[src/rtl/count_ctrl_pkg.sv]
//==============================================================================
// Module : count_ctrl_pkg
// Brief  : Shared state encoding, digit constants and counter-width helper
// Rev    : 1.0  initial release
//==============================================================================
`default_nettype none

package count_ctrl_pkg;

   typedef enum logic [1:0] {
      ST_PAUSE = 2'd0,
      ST_RUN   = 2'd1,
      ST_EDIT  = 2'd2
   } state_t;

   localparam int         NUM_DIGITS = 8;
   localparam logic [3:0] BCD_MAX    = 4'd9;

   function automatic int cnt_width(input int n);
      return (n < 2) ? 1 : $clog2(n);
   endfunction

   function automatic logic [3:0] bcd_clamp(input logic [3:0] v);
      return (v > BCD_MAX) ? BCD_MAX : v;
   endfunction

endpackage

`default_nettype wire

[src/rtl/count_seq_ctrl_if.sv]
//==============================================================================
// Module : count_seq_ctrl_if
// Brief  : Control strobes from the mode sequencer to the counter datapath
// Rev    : 1.0  initial release
//==============================================================================
`default_nettype none

interface count_seq_ctrl_if;
   logic       cnt_en;
   logic       cnt_ud;
   logic       cnt_load;
   logic [2:0] cnt_numsel;
   logic [3:0] cnt_digit;

   modport master (output cnt_en, cnt_ud, cnt_load, cnt_numsel, cnt_digit);
   modport slave  (input  cnt_en, cnt_ud, cnt_load, cnt_numsel, cnt_digit);
endinterface

`default_nettype wire

[src/rtl/count_seq_ctrl_tick_div.sv]
//==============================================================================
// Module : tick_div
// Brief  : Modulo-N counter with synchronous clear/enable and a wrap pulse
// Rev    : 1.0  initial release
//==============================================================================
`default_nettype none

module tick_div
   import count_ctrl_pkg::*;
#(
   parameter int N = 4
) (
   input  wire logic clk1,
   input  wire logic rst1,
   input  wire logic i_clr,
   input  wire logic i_en,
   output logic      o_wrap
);

   localparam int             c_W    = cnt_width(N);
   localparam logic [c_W-1:0] c_LAST = c_W'(N - 1);

   logic [c_W-1:0] r_cnt;
   logic           w_last;

   assign w_last = (r_cnt == c_LAST);
   // Clear dominates so a restart never produces a stray wrap pulse
   assign o_wrap = i_en & ~i_clr & w_last;

   always_ff @(posedge clk1) begin
      if (!rst1) begin
         r_cnt <= '0;
      end else if (i_clr) begin
         r_cnt <= '0;
      end else if (i_en) begin
         r_cnt <= w_last ? '0 : r_cnt + 1'b1;
      end
   end

endmodule

`default_nettype wire

[src/rtl/count_seq_ctrl.sv]
//==============================================================================
// Module : count_seq_ctrl
// Brief  : RUN/PAUSE/EDIT sequencer producing counter control strobes.
//          Optional digit blink enabled by defining COUNT_BLINK_EN.
// Rev    : 1.0  initial release
//==============================================================================
`default_nettype none

module count_seq_ctrl
   import count_ctrl_pkg::*;
#(
   parameter int TICK_DIV  = 100_000_000,
   parameter int BLINK_DIV = 25_000_000
) (
   input  wire logic       clk1,
   input  wire logic       rst1,
   input  wire logic       btn_mode,
   input  wire logic       btn_next,
   input  wire logic       btn_load,
   input  wire logic       sw_dir,
   input  wire logic [3:0] sw_val,
   count_seq_ctrl_if.master cnt,
   output logic [1:0]      state_o,
   output logic [7:0]      blank_mask
);

   if (TICK_DIV < 2 || BLINK_DIV < 2) begin : g_param_check
      $error("count_seq_ctrl: TICK_DIV and BLINK_DIV must be at least 2");
   end

   logic       r_mode_q, r_next_q, r_load_q;
   logic       w_mode_e, w_next_e, w_load_e;
   state_t     r_state, w_state_nxt;
   logic       r_en, r_ud, r_load;
   logic [2:0] r_numsel;
   logic [3:0] r_digit;
   logic       w_en_nxt, w_ud_nxt, w_load_nxt;
   logic [2:0] w_numsel_nxt;
   logic [3:0] w_digit_nxt;
   logic       w_tick, w_run_entry;

   assign w_mode_e = btn_mode & ~r_mode_q;
   assign w_next_e = btn_next & ~r_next_q;
   assign w_load_e = btn_load & ~r_load_q;

   assign w_run_entry = (r_state != ST_RUN) && (w_state_nxt == ST_RUN);

   tick_div #(.N(TICK_DIV)) u_tick (
      .clk1   (clk1),
      .rst1   (rst1),
      .i_clr  (w_run_entry),
      .i_en   (r_state == ST_RUN),
      .o_wrap (w_tick)
   );

   always_comb begin
      w_state_nxt  = r_state;
      w_en_nxt     = 1'b0;
      w_load_nxt   = 1'b0;
      w_ud_nxt     = r_ud;
      w_numsel_nxt = r_numsel;
      w_digit_nxt  = r_digit;
      case (r_state)
         ST_PAUSE: begin
            if (w_mode_e) begin
               w_state_nxt = ST_RUN;
            end else if (w_next_e) begin
               w_state_nxt  = ST_EDIT;
               w_numsel_nxt = 3'd0;
               w_ud_nxt     = 1'b0;
            end
         end
         ST_RUN: begin
            // A tick due on the same cycle as a mode edge is still emitted
            if (w_tick) begin
               w_en_nxt = 1'b1;
               w_ud_nxt = sw_dir;
            end
            if (w_mode_e) begin
               w_state_nxt = ST_PAUSE;
            end
         end
         ST_EDIT: begin
            if (w_mode_e) begin
               w_state_nxt = ST_PAUSE;
            end else if (w_load_e) begin
               w_en_nxt    = 1'b1;
               w_load_nxt  = 1'b1;
               w_ud_nxt    = 1'b0;
               w_digit_nxt = bcd_clamp(sw_val);
            end else if (w_next_e) begin
               w_numsel_nxt = r_numsel + 3'd1;
            end
         end
         default: begin
            w_state_nxt = ST_PAUSE;
         end
      endcase
   end

   always_ff @(posedge clk1) begin
      if (!rst1) begin
         r_mode_q <= 1'b0;
         r_next_q <= 1'b0;
         r_load_q <= 1'b0;
         r_state  <= ST_PAUSE;
         r_en     <= 1'b0;
         r_ud     <= 1'b0;
         r_load   <= 1'b0;
         r_numsel <= 3'd0;
         r_digit  <= 4'd0;
      end else begin
         r_mode_q <= btn_mode;
         r_next_q <= btn_next;
         r_load_q <= btn_load;
         r_state  <= w_state_nxt;
         r_en     <= w_en_nxt;
         r_ud     <= w_ud_nxt;
         r_load   <= w_load_nxt;
         r_numsel <= w_numsel_nxt;
         r_digit  <= w_digit_nxt;
      end
   end

   assign cnt.cnt_en     = r_en;
   assign cnt.cnt_ud     = r_ud;
   assign cnt.cnt_load   = r_load;
   assign cnt.cnt_numsel = r_numsel;
   assign cnt.cnt_digit  = r_digit;
   assign state_o        = r_state;

`ifdef COUNT_BLINK_EN
   logic       w_blink_restart, w_blink_wrap, r_phase, w_phase_nxt;
   logic [7:0] r_blank;

   // Blink restarts, digit visible, whenever a new digit comes under edit
   assign w_blink_restart = (w_state_nxt == ST_EDIT) &&
                            ((r_state != ST_EDIT) || (w_numsel_nxt != r_numsel));
   assign w_phase_nxt     = w_blink_restart ? 1'b0 :
                            (w_blink_wrap ? ~r_phase : r_phase);

   tick_div #(.N(BLINK_DIV)) u_blink (
      .clk1   (clk1),
      .rst1   (rst1),
      .i_clr  (w_blink_restart),
      .i_en   (r_state == ST_EDIT),
      .o_wrap (w_blink_wrap)
   );

   always_ff @(posedge clk1) begin
      if (!rst1) begin
         r_phase <= 1'b0;
         r_blank <= 8'h00;
      end else begin
         r_phase <= w_phase_nxt;
         r_blank <= ((w_state_nxt == ST_EDIT) && w_phase_nxt) ?
                    (8'b1 << w_numsel_nxt) : 8'h00;
      end
   end

   assign blank_mask = r_blank;
`else
   assign blank_mask = 8'h00;
`endif

endmodule

`default_nettype wire
[src/flat_wrapper.sv]
// flat-port wrapper written by rule: the top's interface ports become plain ports
module count_seq_ctrl_flat import count_ctrl_pkg::*;
#(
   parameter int TICK_DIV  = 100_000_000,
   parameter int BLINK_DIV = 25_000_000
)
  (clk1, rst1, btn_mode, btn_next, btn_load, sw_dir, sw_val, state_o, blank_mask, cnt_cnt_en, cnt_cnt_ud, cnt_cnt_load, cnt_cnt_numsel, cnt_cnt_digit);
  count_seq_ctrl_if cnt_i ();
  input  wire logic clk1;
  input  wire logic rst1;
  input  wire logic btn_mode;
  input  wire logic btn_next;
  input  wire logic btn_load;
  input  wire logic sw_dir;
  input  wire logic [3:0] sw_val;
  output logic [1:0] state_o;
  output logic [7:0] blank_mask;
  output wire logic [$bits(cnt_i.cnt_en)-1:0] cnt_cnt_en;
  output wire logic [$bits(cnt_i.cnt_ud)-1:0] cnt_cnt_ud;
  output wire logic [$bits(cnt_i.cnt_load)-1:0] cnt_cnt_load;
  output wire logic [$bits(cnt_i.cnt_numsel)-1:0] cnt_cnt_numsel;
  output wire logic [$bits(cnt_i.cnt_digit)-1:0] cnt_cnt_digit;
  assign cnt_cnt_en = cnt_i.cnt_en;
  assign cnt_cnt_ud = cnt_i.cnt_ud;
  assign cnt_cnt_load = cnt_i.cnt_load;
  assign cnt_cnt_numsel = cnt_i.cnt_numsel;
  assign cnt_cnt_digit = cnt_i.cnt_digit;
  count_seq_ctrl #(.TICK_DIV(TICK_DIV), .BLINK_DIV(BLINK_DIV)) u_core (.clk1(clk1), .rst1(rst1), .btn_mode(btn_mode), .btn_next(btn_next), .btn_load(btn_load), .sw_dir(sw_dir), .sw_val(sw_val), .cnt(cnt_i), .state_o(state_o), .blank_mask(blank_mask));
endmodule
[config.mk]
export PLATFORM = sky130hd
export DESIGN_NAME = count_seq_ctrl_flat
export DESIGN_NICKNAME = d
export VERILOG_FILES = /design/src/rtl/count_ctrl_pkg.sv /design/src/rtl/count_seq_ctrl_if.sv /design/src/rtl/count_seq_ctrl_tick_div.sv /design/src/rtl/count_seq_ctrl.sv /design/src/flat_wrapper.sv
export SDC_FILE = /design/constraint.sdc
export NUM_CORES = 1
export LEC_CHECK = 0
export ABC_AREA = 1
export ABC_CLOCK_PERIOD_IN_PS = 2170
export CORE_MARGIN = 5
export CORE_UTILIZATION = 35
export CTS_CLUSTER_SIZE = 24
export DETAILED_ROUTE_END_ITERATION = 8
export GPL_TIMING_DRIVEN = 0
export PLACE_DENSITY_LB_ADDON = 0.08
export SYNTH_ARGS = -nofsm -noshare
export SYNTH_HDL_FRONTEND = slang
export SYNTH_SLANG_ARGS = --single-unit
[constraint.sdc]
create_clock -name clk1 -period 2.17 [get_ports clk1]
set_input_delay 0.3255 -clock clk1 [delete_from_list [all_inputs] [get_ports clk1]]
set_output_delay 0.3255 -clock clk1 [all_outputs]
set_load 0.01 [all_outputs]
==> flow_metrics.tcl <==
set metrics [dict create \
    cts_buffers 5 \
    grt.overflow.total 0 \
    drt_wl_total_mm 5.31 \
    synth_top_cell_by_area "dfxtp_1" \
    antenna_found_initial 0 \
    status "complete, no violations" \
    worst_ep_required_time_ps 2360 \
    r2r_setup_slack_ps 260 \
    drtPass1Iterations 4 \
    grt_pass1_wl_mm 9.30 \
    drv_cap 0 \
    p_leak_nw 1.23 \
    stdcell_count 477 \
    start_util_pct 36.1 \
    cts_tree "built" \
    cp_data_arrival_time_ps 2100 \
    synth_top_area_share_pct 34.1 \
    dp_hpwl_mm 4.08 \
    areaGrowthSynthToFinish_pct 20.2 \
    r2r_start "u_core.state_o[0]" \
    cts_hold_buf 0 \
    insertion_delay_ps 300 \
    top_usage_layer "met2" \
    grtUsageTotal_pct 13.2 \
    coreArea_sq_um 6830 \
    cts.reportedPaths.clkPinSlew_ps 90 \
    grt_max_degree 14 \
    p_seq_share_pct 44.4 \
    p_clk_share_pct 44.2 \
    vdd_ir_drop_max_uv 228 \
    layout-drive-gt1-share_pct 18.4 \
    via_per_inst 4.29 \
    grtUsageMet3_pct 2.88 \
    grt_use_met2_pct 21.5 \
    fill_cells 725 \
    first_iter_violations 75 \
    gp_congestion 0.814 \
    grt_pass1_vias 2010 \
    powerDensity_nw_per_um2 598 \
    synth_area_leaders "dfxtp_1 34%, nand2_1 12%, inv_1 6.1%, nor2_1 6.1%, xor2_1 5.3%" \
    diodes 0 \
    cts.sinks 42 \
    timing.fmax_mhz 525 \
    reg2reg_depth 11 \
    min_from "u_core.cnt.cnt_digit[3]" \
    pwr-share-comb_pct 11.4 \
    report.final.setup_viol 0 \
    h-tree-depth 2 \
    min_delay_worst_endpoint "u_core.cnt.cnt_digit[3]" \
    cp_num_buf_inv 3 \
    hold_viol 0 \
    die-area_sq_um 8830 \
    drc 0 \
    syn_area_sq_um 2470 \
    fin_crit_ps 1910 \
    use_met1_pct 17.0 \
    port_buffers 21 \
    synth_area_per_cell_sq_um 7.15 \
    period_share_pct 87.8 \
    path_max_fanout 10 \
    cts_root_buf "clkbuf_8" \
    end_kind "flop" \
    die_h_microns 94.0 \
    place_inst 469 \
    area.sequential_sq_um 841 \
    yosys.cell_types.count 32 \
    p_sw_mw 0.420 \
    crit_path_start_kind "flop" \
    rows 30 \
    post_cts_buffers 0 \
    rsz0062_at_grt "no" \
    p_int_mw 1.35 \
    p_sw_share_pct 23.7 \
    hold_class "flop to flop" \
    critical_path.max_stage_delay_ps 420 \
    skew_ps 5.21 \
    layout.nets 396 \
    ant_nets 0 \
    via_count 2044 \
    min_path_cells 2 \
    die_w_microns 94.0 \
    multi_input_area_sq_um 1360 \
    netlist_instances 345 \
    report.final.slew_viol_count 0 \
    fin_setup_tns_ps 0 \
    crit_family "simple AND/OR/NAND/NOR gates" \
    worstPathCellList "inv_1 -> ha_1 -> o21ai_1 -> nor2_1 -> nand2_1 -> nand2_1 -> nor2_2 -> nor2_8 -> inv_2 -> buf_4 -> nor2_1" \
    critPathSlowestCell "dfxtp_1" \
    ys_ff_latch 42 \
    cts_resized 0 \
    yosysWarnings 0 \
    wl_per_cell_microns 11.1 \
    io_pins 30 \
    ys_seq_area_share_pct 34.1 \
    r2r-end "u_core.u_tick.r_cnt[25]" \
    critPathKind "flop to flop" \
    clockBufferDepth 2 \
]
-- synthesized netlist by cell type, drive strengths merged --
cell type / number
nand2: 88
nor2: 66
inv: 48
dfxtp: 42
nand3: 26
xor2: 15
buf: 13
o21ai: 11
a21oi: 10
nand4: 7
ha: 6
nor3: 3
xnor2: 3
nand3b: 2
a31oi: 1
clkbuf: 1
clkinv: 1
conb: 1
or2: 1
-- per-layer routing --
metal	up-vias	share of wire [%]
met4	0	1.1
met3	5	4.4
met1	881	49
met5	-	0
met2	46	45
li1	1112	-
-- tightest hold or removal path, cell delays in order (launching register included) --
cell,delay (ps)
dfxtp_1,320
nand2_1,60
a21oi_1,60
-- layout make-up --
class                           instances  area share, %
Buffer                                 14           3.80
Clock buffer                            6           2.78
Clock inverter                          2           2.02
Inverter                               49           6.20
Multi-Input combinational cell        247           45.7
Sequential cell                        42           28.3
Tap cell                               96           4.05
Timing Repair Buffer                   21           7.09
-- sequential cells by signal, summed over array words and instances, names as in the netlist --
register / count
u_core.u_tick.r_cnt: 27
u_core.cnt.cnt_numsel: 3
u_core.cnt.cnt_digit: 4
u_core.cnt.cnt_en: 1
u_core.state_o: 2
u_core.cnt.cnt_ud: 1
u_core.cnt.cnt_load: 1
u_core.r_next_q: 1
u_core.r_load_q: 1
u_core.r_mode_q: 1
-- cell usage in the layout (no fill, tap or decap), types with 5 or more instances in the layout --
cell type        Yosys  final
a21oi_1             10     10
buf_4                9      9
clkbuf_8             0      6
clkdlybuf4s50_1      0     21
conb_1               1      8
dfxtp_1             42     42
ha_1                 6      6
inv_1               40     40
inv_2                8      8
nand2_1             80     80
nand2_2              5      5
nand3_1             22     22
nand4_1              7      7
nor2_1              40     40
nor2_2              18     18
nor2_4               7      7
o21ai_0              5      5
o21ai_1              6      6
xor2_1              15     15
-- kinds of logic after synthesis --
| group | after synthesis | share of synthesized area, % |
|---|---|---|
| AOI/OAI and AO/OA | 22 | 4.51 |
| xor gates and xnor gates | 18 | 6.39 |
| adders and majority gates | 6 | 3.04 |
| buffers and inverters | 63 | 12.0 |
| DFF | 42 | 34.1 |
| other | 1 | 0.152 |
| and+or+nand+nor | 193 | 39.8 |
-- power groups by stage --
stage,Clock [mW],Combinational (mW),Sequential [mW]
floorplan,0,0.140,0.806
global placement,0,0.203,0.806
detailed placement,0,0.203,0.806
CTS,0.806,0.204,0.788
global route,0.834,0.226,0.789
finish,0.783,0.202,0.787
-- per-stage QoR --
step,setup WS [ps],power (mW),hold WS (ps),area [sq um],util [%]
after global routing,72.4,1.85,496,2970,43.4
after global placement,220,1.01,456,2820,41.3
after floorplan,464,0.947,419,2490,-
final,264,1.77,472,2970,43.4
after detailed placement,227,1.01,464,2820,41.3
after CTS,256,1.80,478,2970,43.4
-- worst max path at each step --
stage | from | endpoint | slack, ps | depth (start not counted)
after global placement | btn_mode | u_core.u_tick.r_cnt[25] | 220 | 11
after detailed placement | btn_mode | u_core.u_tick.r_cnt[25] | 230 | 11
after floorplan | u_core.state_o[0] | u_core.u_tick.r_cnt[24] | 460 | 11
after CTS | u_core.state_o[0] | u_core.u_tick.r_cnt[25] | 260 | 11
after global routing | u_core.state_o[0] | u_core.u_tick.r_cnt[25] | 70 | 11
final | u_core.state_o[0] | u_core.u_tick.r_cnt[25] | 260 | 11
(Power assumes the default switching activity.)
